File: src/rtl/mem_port_arbiter.sv
// ============================================================================
//  Module      : mem_port_arbiter
//  Description : Round-robin arbiter sharing one req/gnt/rvalid memory port
//                between the core path (C) and the loader/debug path (L).
//  Revision    : 1.0 - initial release
// ============================================================================
`default_nettype none

module mem_port_arbiter #(
    parameter int AW      = 32,
    parameter int DW      = 32,
    parameter int TIMEOUT = 16
) (
    input  logic            clk,
    input  logic            rst,
    input  logic            c_req,
    input  logic            c_we,
    input  logic [DW/8-1:0] c_be,
    input  logic [AW-1:0]   c_addr,
    input  logic [DW-1:0]   c_wdata,
    output logic            c_gnt,
    output logic            c_rvalid,
    output logic [DW-1:0]   c_rdata,
    output logic            c_err,
    input  logic            l_req,
    input  logic            l_we,
    input  logic [DW/8-1:0] l_be,
    input  logic [AW-1:0]   l_addr,
    input  logic [DW-1:0]   l_wdata,
    output logic            l_gnt,
    output logic            l_rvalid,
    output logic [DW-1:0]   l_rdata,
    output logic            l_err,
    output logic            m_req,
    output logic            m_we,
    output logic [DW/8-1:0] m_be,
    output logic [AW-1:0]   m_addr,
    output logic [DW-1:0]   m_wdata,
    input  logic            m_gnt,
    input  logic            m_rvalid,
    input  logic [DW-1:0]   m_rdata,
    output logic [1:0]      state
);

    typedef enum logic [1:0] {
        S_IDLE  = 2'd0,
        S_ISSUE = 2'd1,
        S_WAIT  = 2'd2
    } state_t;

    localparam int            CW       = $clog2(TIMEOUT);
    localparam logic [CW-1:0] CNT_LAST = CW'(TIMEOUT - 1);

    state_t            state_q, state_d;
    logic              owner_q, owner_d;   // 0 = C, 1 = L
    logic              last_q, last_d;
    logic              we_q, we_d;
    logic [DW/8-1:0]   be_q, be_d;
    logic [AW-1:0]     addr_q, addr_d;
    logic [DW-1:0]     wdata_q, wdata_d;
    logic [CW-1:0]     cnt_q, cnt_d;
    logic              c_rvalid_q, c_rvalid_d, l_rvalid_q, l_rvalid_d;
    logic              c_err_q, c_err_d, l_err_q, l_err_d;
    logic [DW-1:0]     c_rdata_q, c_rdata_d, l_rdata_q, l_rdata_d;
    logic              rsp_en, rsp_err;
    logic [DW-1:0]     rsp_data;

    always_comb begin
        state_d  = state_q;
        owner_d  = owner_q;
        last_d   = last_q;
        we_d     = we_q;
        be_d     = be_q;
        addr_d   = addr_q;
        wdata_d  = wdata_q;
        cnt_d    = cnt_q;
        c_gnt    = 1'b0;
        l_gnt    = 1'b0;
        rsp_en   = 1'b0;
        rsp_err  = 1'b0;
        rsp_data = '0;

        case (state_q)
            S_IDLE: begin
                // On a tie the requester that did not win last time goes first
                if (c_req && (!l_req || last_q)) begin
                    c_gnt = 1'b1;
                end else if (l_req) begin
                    l_gnt = 1'b1;
                end
                if (c_gnt || l_gnt) begin
                    we_d    = l_gnt ? l_we    : c_we;
                    be_d    = l_gnt ? l_be    : c_be;
                    addr_d  = l_gnt ? l_addr  : c_addr;
                    wdata_d = l_gnt ? l_wdata : c_wdata;
                    owner_d = l_gnt;
                    last_d  = l_gnt;
                    cnt_d   = '0;
                    state_d = S_ISSUE;
                end
            end
            S_ISSUE: begin
                if (m_gnt) begin
                    state_d = S_WAIT;
                end else if (cnt_q == CNT_LAST) begin
                    rsp_en  = 1'b1;
                    rsp_err = 1'b1;
                    state_d = S_IDLE;
                end else begin
                    cnt_d = cnt_q + 1'b1;
                end
            end
            S_WAIT: begin
                if (m_rvalid) begin
                    rsp_en   = 1'b1;
                    rsp_data = we_q ? '0 : m_rdata;
                    state_d  = S_IDLE;
                end
            end
            default: state_d = S_IDLE;
        endcase

        c_rvalid_d = rsp_en && !owner_q;
        l_rvalid_d = rsp_en &&  owner_q;
        c_err_d    = c_rvalid_d && rsp_err;
        l_err_d    = l_rvalid_d && rsp_err;
        c_rdata_d  = c_rvalid_d ? rsp_data : c_rdata_q;
        l_rdata_d  = l_rvalid_d ? rsp_data : l_rdata_q;
    end

    always_ff @(posedge clk) begin
        if (rst) begin
            state_q    <= S_IDLE;
            owner_q    <= 1'b0;
            last_q     <= 1'b1;
            we_q       <= 1'b0;
            be_q       <= '0;
            addr_q     <= '0;
            wdata_q    <= '0;
            cnt_q      <= '0;
            c_rvalid_q <= 1'b0;
            l_rvalid_q <= 1'b0;
            c_err_q    <= 1'b0;
            l_err_q    <= 1'b0;
            c_rdata_q  <= '0;
            l_rdata_q  <= '0;
        end else begin
            state_q    <= state_d;
            owner_q    <= owner_d;
            last_q     <= last_d;
            we_q       <= we_d;
            be_q       <= be_d;
            addr_q     <= addr_d;
            wdata_q    <= wdata_d;
            cnt_q      <= cnt_d;
            c_rvalid_q <= c_rvalid_d;
            l_rvalid_q <= l_rvalid_d;
            c_err_q    <= c_err_d;
            l_err_q    <= l_err_d;
            c_rdata_q  <= c_rdata_d;
            l_rdata_q  <= l_rdata_d;
        end
    end

    assign m_req    = (state_q == S_ISSUE);
    assign m_we     = we_q;
    assign m_be     = be_q;
    assign m_addr   = addr_q;
    assign m_wdata  = wdata_q;
    assign c_rvalid = c_rvalid_q;
    assign l_rvalid = l_rvalid_q;
    assign c_err    = c_err_q;
    assign l_err    = l_err_q;
    assign c_rdata  = c_rdata_q;
    assign l_rdata  = l_rdata_q;
    assign state    = state_q;

endmodule

`default_nettype wire

File: config.mk
export PLATFORM = sky130hd
export DESIGN_NAME = mem_port_arbiter
export DESIGN_NICKNAME = d
export VERILOG_FILES = /design/src/rtl/mem_port_arbiter.sv
export SDC_FILE = /design/constraint.sdc
export NUM_CORES = 1
export LEC_CHECK = 0
export BUFFER_PORTS_ARGS = -buffer_cell sky130_fd_sc_hd__buf_2
export CAP_MARGIN = 20
export CORE_MARGIN = 5
export CORE_UTILIZATION = 37
export CTS_CLUSTER_SIZE = 12
export DETAILED_ROUTE_END_ITERATION = 7
export PLACE_DENSITY = 0.78
export REMOVE_ABC_BUFFERS = 1
export SYNTH_ARGS = -nofsm -noshare
export SYNTH_HDL_FRONTEND = slang
export SYNTH_SLANG_ARGS = --single-unit
File: constraint.sdc
create_clock -name clk -period 3.58 [get_ports clk]
set_clock_uncertainty 0.2 [all_clocks]
set_input_delay 0.358 -clock clk [delete_from_list [all_inputs] [get_ports clk]]
set_output_delay 0.358 -clock clk [all_outputs]
set_load 0.03 [all_outputs]
# After elaboration in Yosys (flattened, before gate mapping)
# Index checks and enable logic that the tools add are counted.
# totals
reg_bits	145
inputBits	176
output_inout_bits	142
# classes
n_addsub	1
n_eq_ne	8
muxes	28
n_reduce_logical	14
# op_table
op	count
2-to-1 mux 32 bit	5
2-to-1 mux 4 bit	4
2-to-1 mux 1 bit	12
2-to-1 mux 2 bit	4
!= test 2 bit, second input constant	4
one-hot mux 4 bit (2 select lines)	1
one-hot mux 2 bit (3 select lines)	1
logical AND 1 bit	5
adder 4 x 1 -> 4 bit, second input constant	1
== test 4 bit, second input constant	1
AND reduction 4 bit	1
!= test 3 x 1 -> 1 bit, second input constant	1
AND reduction 3 bit	1
== test 2 x 1 -> 1 bit, second input constant	1
== test 2 bit, second input constant	1
zero test 1 bit	2
zero test 2 bit	1
logical OR 1 bit	2
one-hot mux 1 bit (2 select lines)	1
AND reduction 2 bit	1
nonzero test 2 bit	1

# Depth between registers and ports, before layout
# Gate-level depths: netlist (run 1).
# depth
ltp_word	8
mapped_depth	7

# Least setup slack after synthesis (run 1)
# Ideal clock, no wire load.
# synth_timing
path_kind	reg-to-reg
start	register state_q[0] (netlist: state[0])
end	register c_rdata_q[10] (netlist: c_rdata[10])
arrival_ns	1.950
setup_slack_ns	1.303
stages_incl_launch_ff	7
n_path_buf	1
period_less_slack_ns	2.277
path_cell_list	dfxtp_1 > ha_1 > nand3b_2 > o21ai_4 > buf_8 > mux2i_1 > nor2_1
# synth_via
elab_chain_cells	3
elab_cells_between_ends	5
# synth_rtl
element	line	rtl
start: declaration	54	state_t state_q, state_d;
start signal: assignment	148	state_q <= state_d;
== test 2 x 1 -> 1 bit	-	
net m_req	34	output logic m_req,
one-hot mux 1 bit (2 select lines)	83	case (state_q)
logical AND 1 bit	123	c_rvalid_d = rsp_en && !owner_q;
end signal: assignment	160	c_rdata_q <= c_rdata_d;
end: declaration	64	logic [DW-1:0] c_rdata_q, c_rdata_d, l_rdata_q, l_rdata_d;
# The timed path passes the listed nets, and every way through them passes these cells.
# A chain may end at the register's enable or synchronous reset.

# Worst setup path after layout (run 1)
# layout_timing
start	register last_q
end	output port l_gnt
# layout_via
elab_chain_cells	5
# layout_rtl
element	line	rtl
start: declaration	56	logic last_q, last_d;
start signal: assignment	150	last_q <= last_d;
logical OR 1 bit	86	if (c_req && (!l_req || last_q)) begin
logical AND 1 bit	86	
2-to-1 mux 1 bit	86	
2-to-1 mux 1 bit (2 in series)	83	
end: declaration	30	output logic l_gnt,
# Every way passes these cells. The select of a mux whose other input is x is not followed.

==> run_results.csv, run 1 <==
group,metric,value,unit
grt,antenna_found_initial,0,
grt,grt.overflow.total,0,
power_and_ir_drop,power.total,4.79,mW
timing,slew_headroom,0.400,
floorplan,dieWidth,139,µm
cells_and_area,antenna_cells,0,
grt,grt_usage,0.174,
clocking,post_cts_resized,0,
synthesis,ys_top_cells_by_area,"dfxtp_1 (47%), mux2i_1 (22%), a211oi_1 (8.4%)",
timing,tns,0,ps
synthesis,synth.cells.most_frequent,"dfxtp_1 (145), nor2_1 (137), mux2i_1 (134)",
worst_setup_path,cp.required,3020,ps
synthesis,yosys_register_bits,145,
floorplan,die_area,19400,µm²
synthesis,synth_flop_cell,"dfxtp_1",
worst_setup_path,arrival,1970,ps
synthesis,avgSynthCellArea,9.99,µm²
synthesis,synthCells,620,
floorplan,ios,318,
worst_setup_path,startpoint_type,"flop",
run_status,status,"completed",
synthesis,netlist-cell-type-count,37,
timing,post-route-period-util,0.706,
cells_and_area,nFillCells,1523,
clocking,insertion_delay,410,ps
worst_setup_path,rr_worst_depth,7,
power_and_ir_drop,power_density,559,nW/µm²
drt,post_drt_wl_per_cell,15.0,µm
clocking,ctsHoldBuffers,0,
place,port_buffers,317,
drt,drtPass1Iterations,4,
drt,met3_length,1370,µm
cells_and_area,drive_gt1_frac,0.398,
synthesis,synth_top_area_share,0.468,
synthesis,ys_warn_count,0,
worst_setup_path,r2r_slack,1190,ps
cells_and_area,area_delta_synth_final,38.2,%
worst_setup_path,r2r_start,"state[0]$_SDFFE_PP0P_",
cells_and_area,layout.cells.non_filler,1159,
timing,slew_violations,0,
cells_and_area,nets,1107,
clocking,cts.clk_slew.worst_paths,60,ps
worst_setup_path,cp-endpoint,"l_gnt",
synthesis,synth_enable_flop_cells,0,
grt,grt_pass1_vias,5367,
floorplan,coreArea,16500,µm²
drt,drt_iter0_drc,142,
synthesis,syn_area,6200,µm²
synthesis,synth_top_area_cell,"dfxtp_1",
synthesis,synth.most_common_cell,"dfxtp_1",
power_and_ir_drop,clkPwrFrac,0.381,
timing,finalCriticalPeriod,2530,ps
timing,timing.final.hold_violations,0,
power_and_ir_drop,p_sw,1.52,mW
clocking,cts-root-buf,"clkbuf_16",
power_and_ir_drop,peakVddDrop,0.000312,V
drt,dr_wl_met2,8380,µm
worst_setup_path,crit_start,"last_q$_SDFFE_PP1P_",
drt,avgViaCountPerCell,4.72,
synthesis,ys_seq_area_frac,0.468,
clocking,cts.sinks,145,
timing,worstMarginPinSlew,898,ps
floorplan,fp.dieH,139,µm
timing,rsz0062_at_grt,"false",
power_and_ir_drop,pwr-share-seq,0.384,
min_path,hold_class,"primary input to flop",
drt,drt-met1-wl,7390,µm
grt,grt_max_degree,85,
clocking,cts-buffers-inserted,17,
worst_setup_path,r2r_end,"l_rdata[2]$_SDFFE_PP0P_",
cells_and_area,regArea,2900,µm²
power_and_ir_drop,internal-power,3.27,mW
worst_setup_path,end_kind,"output port",
drt,final_antenna_net_count,0,
synthesis,synthArstFlopShare,0,
clocking,post-cts-setup-buffers,0,
flow_run,drv_cap,0,
grt,grt_pass1_wl,27700,µm
worst_setup_path,crit_fanout,23,
drt,route.vias.total,5473,
drt,top_layer_used,"met4",
timing,finalSetupViolCount,0,
timing,max_freq,0.396,GHz
clocking,cts_tree,"done",
clocking,htreeDepth,4,
power_and_ir_drop,p_sw_frac,0.318,
drt,route.detailed.drc,0,
floorplan,start_util,0.375,
worst_setup_path,critical_path_class,"flop to output port",
cells_and_area,final_util,0.518,
floorplan,rows,47,
power_and_ir_drop,combinationalPowerShare,0.235,
cells_and_area,multiInputGateArea,2980,µm²
place,place_hpwl,13500,µm
place,dp.cells,1127,
clocking,clock_path_buffers,2,
place,gp_congestion,0.913,
power_and_ir_drop,p_leak,4.00,nW
drt,wirelength,17400,µm
## cells by family (layout without fill, tap and decap cells)
family | Yosys count | count (layout) | share of synthesized area
AND/OR/NAND/NOR | 194 | 194 | 0.143
flip-flops | 145 | 145 | 0.468
multiplexers | 134 | 134 | 0.216
AO/OA/AOI/OAI | 90 | 90 | 0.109
buffers and inverters | 52 | 371 | 0.0533
adder cells (fa/ha/maj) | 5 | 5 | 0.0101
## through the flow
step                      area, µm²  hold WS [ps]  worst slack, ps
after floorplan                5880           227            -2710
after global placement         7950           269             1300
after detailed placement       7950           274             1170
after CTS                      8560          39.4             1020
after global routing           8560          82.3              911
final                          8560          72.3             1050
## power groups by stage
stage	Sequential (mW)	Combinational [mW]	Clock, mW
CTS	1.84	1.14	1.86
global route	1.86	1.22	1.94
detailed placement	1.87	1.14	0
global placement	1.87	1.13	0
finish	1.84	1.13	1.82
floorplan	2.15	0.494	0
## metal layers
metal  vias to the layer above  GRT usage
li1                       2791          -
met1                      2427      0.220
met2                       238      0.294
met3                        17     0.0453
met4                         0     0.0515
met5                         -          0
## worst min path at each step
stage,from,end,slack [ps],depth (start not counted)
after CTS,m_gnt,state[1]$_SDFFE_PP0P_,40,3
after global placement,c_rdata[3]$_SDFFE_PP0P_,c_rdata[3]$_SDFFE_PP0P_,270,2
after global routing,c_wdata[9],m_wdata[9]$_SDFFE_PP0P_,80,3
after detailed placement,c_rdata[1]$_SDFFE_PP0P_,c_rdata[1]$_SDFFE_PP0P_,270,2
final,m_gnt,state[1]$_SDFFE_PP0P_,70,3
after floorplan,rst,cnt_q[0]$_SDFFE_PP0P_,230,1
## placed cells by master (no fill, tap or decap), drive strengths merged, types with 2 or more instances in the layout
| master | n |
|---|---|
| clkinv | 3 |
| a211oi | 69 |
| and2b | 3 |
| a31oi | 2 |
| clkbuf | 20 |
| inv | 10 |
| mux2i | 134 |
| bufinv | 2 |
| o21ai | 7 |
| a21oi | 5 |
| nand4b | 3 |
| nor2b | 3 |
| buf | 335 |
| a21boi | 2 |
| nand3 | 3 |
| nand2 | 3 |
| ha | 5 |
| nor2 | 137 |
| nand4 | 3 |
| and2 | 33 |
| dfxtp | 145 |
## critical path, stage by stage, from the launching register on
cell,delay [ps]
dfxtp_1,340
a21boi_4,720
and2_1,280
buf_2,220
## state kept, by name, indices dropped and copies added (netlist names), 2 cells and up
| name | count |
|---|---|
| m_wdata | 32 |
| m_be | 4 |
| m_addr | 32 |
| c_rdata | 32 |
| cnt_q | 4 |
| state | 2 |
| l_rdata | 32 |
## cell type report
class,instances,share of cell area
Sequential cell,145,0.339
Tap cell,220,0.0321
Timing Repair Buffer,335,0.207
Multi-Input combinational cell,423,0.348
Inverter,4,0.00175
Clock buffer,20,0.0545
Clock inverter,12,0.0171
Note: power is estimated with default switching activity, not from simulation.
==> run 2: changes to the inputs <==
==> constraint.sdc (replaced) <==
create_clock -name clk -period 2.4 [get_ports clk]
set_clock_uncertainty 0.2 [all_clocks]
set_input_delay 0.24 -clock clk [delete_from_list [all_inputs] [get_ports clk]]
set_output_delay 0.24 -clock clk [all_outputs]
set_load 0.03 [all_outputs]
==> run 2 against run 1 <==
  * Count of clock-buffer cells in the layout decreased by 3
  * Sequential share of layout area decreased by 4.3 points
  * Cell count increased by 11%
  * Power increased by 51%
  * Design area increased by 15%
  * Clock power increased by 35%
  * Setup slack got worse by 860 ps
  * First-iteration DRC count increased by 48%
  * Combinational power increased by 80%
  * Register-to-register slack got worse by 1000 ps
  * Critical path type is now flop to flop
  * Largest power group unchanged
==> run_results.csv, run 2 (same netlist as run 1, synthesis figures left out) <==
group,metric,value,unit
run_status,status,"completed",
timing,slew_violations,0,
drt,wirelength,21200,µm
worst_setup_path,critPathSlowestCell,"dlygate4sd3_1",
power_and_ir_drop,power.total,7.23,mW
timing,slew_headroom,0.544,
timing,worst_slack,193,ps
power_and_ir_drop,internal-power,4.81,mW
power_and_ir_drop,pwr-share-seq,0.379,
cells_and_area,nets,1235,
worst_setup_path,critical_path_buf_inv_count,3,
timing,holdWs,12.8,ps
worst_setup_path,cp.required,2510,ps
drt,post_drt_wl_per_cell,16.5,µm
timing,worstMarginPinSlew,684,ps
worst_setup_path,critPathMaxStageDelay,590,ps
place,pre_cts_ws,60.7,ps
floorplan,rows,47,
cells_and_area,area_delta_synth_final,58.4,%
floorplan,ios,318,
place,place_hpwl,13600,µm
clocking,clock_path_buffers,2,
grt,grt_pass1_vias,6484,
grt,grt_max_degree,65,
min_path,hold_class,"primary input to flop",
worst_setup_path,startpoint_type,"flop",
place,dp.cells,1134,
power_and_ir_drop,combinationalPowerShare,0.281,
grt,grt_pass1_wl,33300,µm
power_and_ir_drop,peakVddDrop,0.000480,V
cells_and_area,final_util,0.594,
drt,drtPass1Iterations,4,
cells_and_area,antenna_cells,0,
floorplan,die_area,19400,µm²
clocking,cts-buffers-inserted,17,
place,place_area,8040,µm²
timing,max_freq,0.453,GHz
timing,finalSetupViolCount,0,
grt,grt_usage,0.210,
cells_and_area,fin_area,9810,µm²
clocking,cts-root-buf,"clkbuf_16",
worst_setup_path,path_cells,"a21boi_4 > buf_12 > buf_4 > mux2i_1 > dlygate4sd3_1 > a211oi_1",
grt,antenna_found_initial,0,
power_and_ir_drop,p_sw_frac,0.334,
timing,tns,0,ps
floorplan,dieWidth,139,µm
drt,top_layer_used,"met4",
worst_setup_path,end_kind,"flop",
place,gp_congestion,0.879,
cells_and_area,drive_gt1_frac,0.363,
worst_setup_path,crit_fanout,14,
drt,drt_iter0_drc,210,
grt,grt.overflow.total,0,
drt,final_antenna_net_count,0,
timing,rsz0062_at_grt,"false",
timing,finalCriticalPeriod,2210,ps
drt,met3_length,1650,µm
power_and_ir_drop,power_density,737,nW/µm²
power_and_ir_drop,p_leak,4.52,nW
drt,avgViaCountPerCell,4.89,
drt,route.vias.total,6290,
floorplan,fp.dieH,139,µm
clocking,cts.clk_slew.worst_paths,70,ps
clocking,insertion_delay,410,ps
drt,drt-met1-wl,8500,µm
power_and_ir_drop,clkPwrFrac,0.339,
drt,dr_wl_met2,10200,µm
clocking,cts.sinks,145,
timing,post-route-period-util,0.920,
cells_and_area,most-common-layout-cells,"buf_2 (316), dfxtp_1 (145), nor2_1 (137), mux2i_1 (134), dlygate4sd3_1 (116)",
worst_setup_path,critical_path_class,"flop to flop",
worst_setup_path,critPathTopFamily,"buffers and inverters",
cells_and_area,layout.cells.non_filler,1287,
worst_setup_path,arrival,2310,ps
floorplan,coreArea,16500,µm²
clocking,htreeDepth,4,
clocking,cts_tree,"done",
drt,route.detailed.drc,0,
power_and_ir_drop,p_sw,2.42,mW
flow_run,drv_cap,0,
place,port_buffers,317,
cells_and_area,final_common_cell,"buf_2",
floorplan,start_util,0.375,
timing,timing.final.hold_violations,0,
[run 2: cell type report]
cell class                      count  area [µm²]
Clock buffer                       17         425
Fill cell                        1332        6710
Tap cell                          220         275
Clock inverter                     15         123
Multi-Input combinational cell    423        2980
Timing Repair Buffer              463        3090
Sequential cell                   145        2900
Inverter                            4        15.0
[run 2: path summary, 6_finish.rpt]
kind,slack (ps),from,cells after the start,end
min,10,l_wdata[0],3,m_wdata[0]$_SDFFE_PP0P_
min reg2reg,290,c_rdata[3]$_SDFFE_PP0P_,2,c_rdata[3]$_SDFFE_PP0P_
max,190,last_q$_SDFFE_PP1P_,6,m_addr[13]$_SDFFE_PP0P_
max reg2reg,190,last_q$_SDFFE_PP1P_,6,m_addr[13]$_SDFFE_PP0P_
[run 2: worst min-delay path, cell delays in order]
cell and delay, ps:
buf_2 100, mux2i_1 130, a211oi_1 90
[run 2: power groups by stage]
stage | clock [mW] | sequential, mW | combinational [mW]
6_report | 2.45 | 2.74 | 2.03
5_1_grt | 2.63 | 2.77 | 2.16
4_1_cts | 2.53 | 2.74 | 1.94
3_5_place_dp | 0 | 2.79 | 1.75
3_3_place_gp | 0 | 2.78 | 1.73
2_1_floorplan | 0 | 3.21 | 0.737
[run 2: repair_timing]
action                     4_1_cts  5_1_grt
setup buffers                    0        5
gates resized for setup          0        1
hold endpoints to repair        75        0
setup endpoints to repair        0      108
hold buffers                   116        0
[run 2: layer usage]
layer,vias up,global-route usage
met5,-,0
met4,0,0.0999
met3,62,0.0624
met2,324,0.354
met1,2852,0.245
li1,3052,-
==> run 3: changes to the inputs <==
--- a/config.mk
+++ b/config.mk
@@ -8,11 +8,12 @@
 export BUFFER_PORTS_ARGS = -buffer_cell sky130_fd_sc_hd__buf_2
 export CAP_MARGIN = 20
 export CORE_MARGIN = 5
-export CORE_UTILIZATION = 37
+export CORE_UTILIZATION = 28
 export CTS_CLUSTER_SIZE = 12
 export DETAILED_ROUTE_END_ITERATION = 7
-export PLACE_DENSITY = 0.78
+export PLACE_DENSITY = 0.65
 export REMOVE_ABC_BUFFERS = 1
+export SLEW_MARGIN = 5
 export SYNTH_ARGS = -nofsm -noshare
 export SYNTH_HDL_FRONTEND = slang
 export SYNTH_SLANG_ARGS = --single-unit
==> run 3 against run 2 <==
  * Critical path depth stayed put
  * Register-to-register slack about the same
  * Setup slack lost 2.8 ps
  * Critical endpoint is now m_wdata[5]$_SDFFE_PP0P_
==> run_results.csv, run 3 (same netlist as run 1, synthesis figures left out) <==
group,metric,value,unit
run_status,status,"completed",
cells_and_area,drive_gt1_frac,0.356,
timing,slew_violations,0,
place,place_hpwl,13300,µm
drt,drt_iter0_drc,345,
cells_and_area,fin_area,9700,µm²
power_and_ir_drop,combinationalPowerShare,0.255,
worst_setup_path,end_kind,"flop",
place,gp_congestion,0.806,
power_and_ir_drop,peakVddDrop,0.000396,V
worst_setup_path,startpoint_type,"flop",
clocking,cts-root-buf,"clkbuf_16",
grt,grt_usage,0.154,
floorplan,die_area,25200,µm²
grt,grt.overflow.total,0,
timing,max_freq,0.452,GHz
power_and_ir_drop,internal-power,5.02,mW
worst_setup_path,crit_fanout,13,
flow_run,drv_cap,0,
drt,route.vias.total,5929,
clocking,clock_path_buffers,2,
place,place_area,8000,µm²
timing,holdWs,8.17,ps
floorplan,fp.dieH,159,µm
power_and_ir_drop,p_leak,4.43,nW
floorplan,ios,318,
min_path,hold_class,"primary input to flop",
power_and_ir_drop,p_sw,2.30,mW
worst_setup_path,path_cells,"a21boi_4 > clkbuf_16 > buf_4 > mux2i_1 > dlygate4sd3_1 > a211oi_1",
clocking,cts-buffers-inserted,17,
cells_and_area,final_common_cell,"buf_2",
place,port_buffers,317,
timing,rsz0062_at_grt,"false",
timing,slew_headroom,0.636,
power_and_ir_drop,power_density,754,nW/µm²
clocking,cts.sinks,145,
clocking,insertion_delay,400,ps
worst_setup_path,arrival,2320,ps
timing,finalSetupViolCount,0,
drt,drtPass1Iterations,4,
worst_setup_path,critPathMaxStageDelay,570,ps
cells_and_area,area_delta_synth_final,56.5,%
drt,final_antenna_net_count,0,
drt,route.detailed.drc,0,
drt,wirelength,20500,µm
grt,antenna_found_initial,0,
cells_and_area,most-common-layout-cells,"buf_2 (316), dfxtp_1 (145), nor2_1 (137), mux2i_1 (134), dlygate4sd3_1 (106)",
power_and_ir_drop,p_sw_frac,0.314,
timing,worst_slack,190,ps
grt,grt_max_degree,115,
drt,avgViaCountPerCell,4.48,
timing,worstMarginPinSlew,546,ps
cells_and_area,nets,1211,
timing,post-route-period-util,0.921,
worst_setup_path,critical_path_class,"flop to flop",
floorplan,dieWidth,159,µm
clocking,cts.clk_slew.worst_paths,60,ps
cells_and_area,antenna_cells,0,
floorplan,coreArea,21800,µm²
grt,grt_pass1_vias,6091,
place,pre_cts_ws,358,ps
worst_setup_path,cp.required,2510,ps
clocking,cts_tree,"done",
timing,tns,0,ps
floorplan,rows,54,
timing,timing.final.hold_violations,0,
floorplan,start_util,0.284,
power_and_ir_drop,pwr-share-seq,0.374,
power_and_ir_drop,clkPwrFrac,0.371,
timing,finalCriticalPeriod,2210,ps
clocking,htreeDepth,4,
grt,grt_pass1_wl,32000,µm
worst_setup_path,critPathSlowestCell,"dlygate4sd3_1",
drt,post_drt_wl_per_cell,15.5,µm
[run 3: changes by cell type in the layout (fill, tap and decap cells not counted), moves of 2 or more]
cell           delta
bufinv_16         +3
buf_4            -12
buf_6             +2
inv_6             -8
dlygate4sd3_1    -10
clkinv_4          +4
buf_12            -5
[run 3: routing by layer]
metal  part of all wire  wire [µm]  vias to the layer above  GRT usage
li1                   -          -                     2997          -
met1               0.42       8650                     2638      0.181
met2               0.48       9840                      264      0.262
met3              0.081       1660                       30     0.0591
met4              0.017        339                        0     0.0434
met5                  0          0                        -          0
[run 3: final cells by class]
| cell class | instances | area (µm²) |
|---|---|---|
| Tap cell | 280 | 350 |
| Fill cell | 2080 | 12100 |
| Multi-Input combinational cell | 423 | 2980 |
| Timing Repair Buffer | 439 | 2850 |
| Sequential cell | 145 | 2900 |
| Clock buffer | 18 | 439 |
| Clock inverter | 13 | 164 |
| Inverter | 4 | 15.0 |
[run 3: worst paths after layout]
check	slack, ps	to	from	depth (start not counted)
setup / recovery	190	m_wdata[5]$_SDFFE_PP0P_	last_q$_SDFFE_PP1P_	6
hold / removal	8	m_addr[14]$_SDFFE_PP0P_	c_addr[14]	3
setup reg to reg	190	m_wdata[5]$_SDFFE_PP0P_	last_q$_SDFFE_PP1P_	6
hold reg to reg	290	c_rdata[16]$_SDFFE_PP0P_	c_rdata[16]$_SDFFE_PP0P_	2
[run 3: critical path: cells and delay by family (launching register included)]
| family | cells | cell delay, ps |
|---|---|---|
| buf+inv | 3 | 1010 |
| compound gates | 2 | 460 |
| flops | 1 | 340 |
| mux | 1 | 100 |
[run 3: repair_timing]
action	in CTS	in global routing
setup endpoints to repair	0	1
buffers inserted	0	1
resized for setup	0	1
endpoints found under the hold margin	78	2
hold buffers	104	2
[run 3: power by group through the flow]
stage          registers [mW]  logic (mW)  clock network, mW
2_1_floorplan            3.21       0.737                  0
3_3_place_gp             2.78        1.65                  0
3_5_place_dp             2.79        1.67                  0
4_1_cts                  2.74        1.84               2.81
5_1_grt                  2.76        2.02               2.91
6_report                 2.74        1.87               2.71
[run 3: per-stage QoR]
step	utilization	power, mW	instances
global placement	0.367	4.44	1182
global route	0.444	7.69	1322
CTS	0.442	7.38	1317
detailed placement	0.367	4.46	1182
floorplan	-	3.94	572
finish	0.444	7.31	1322
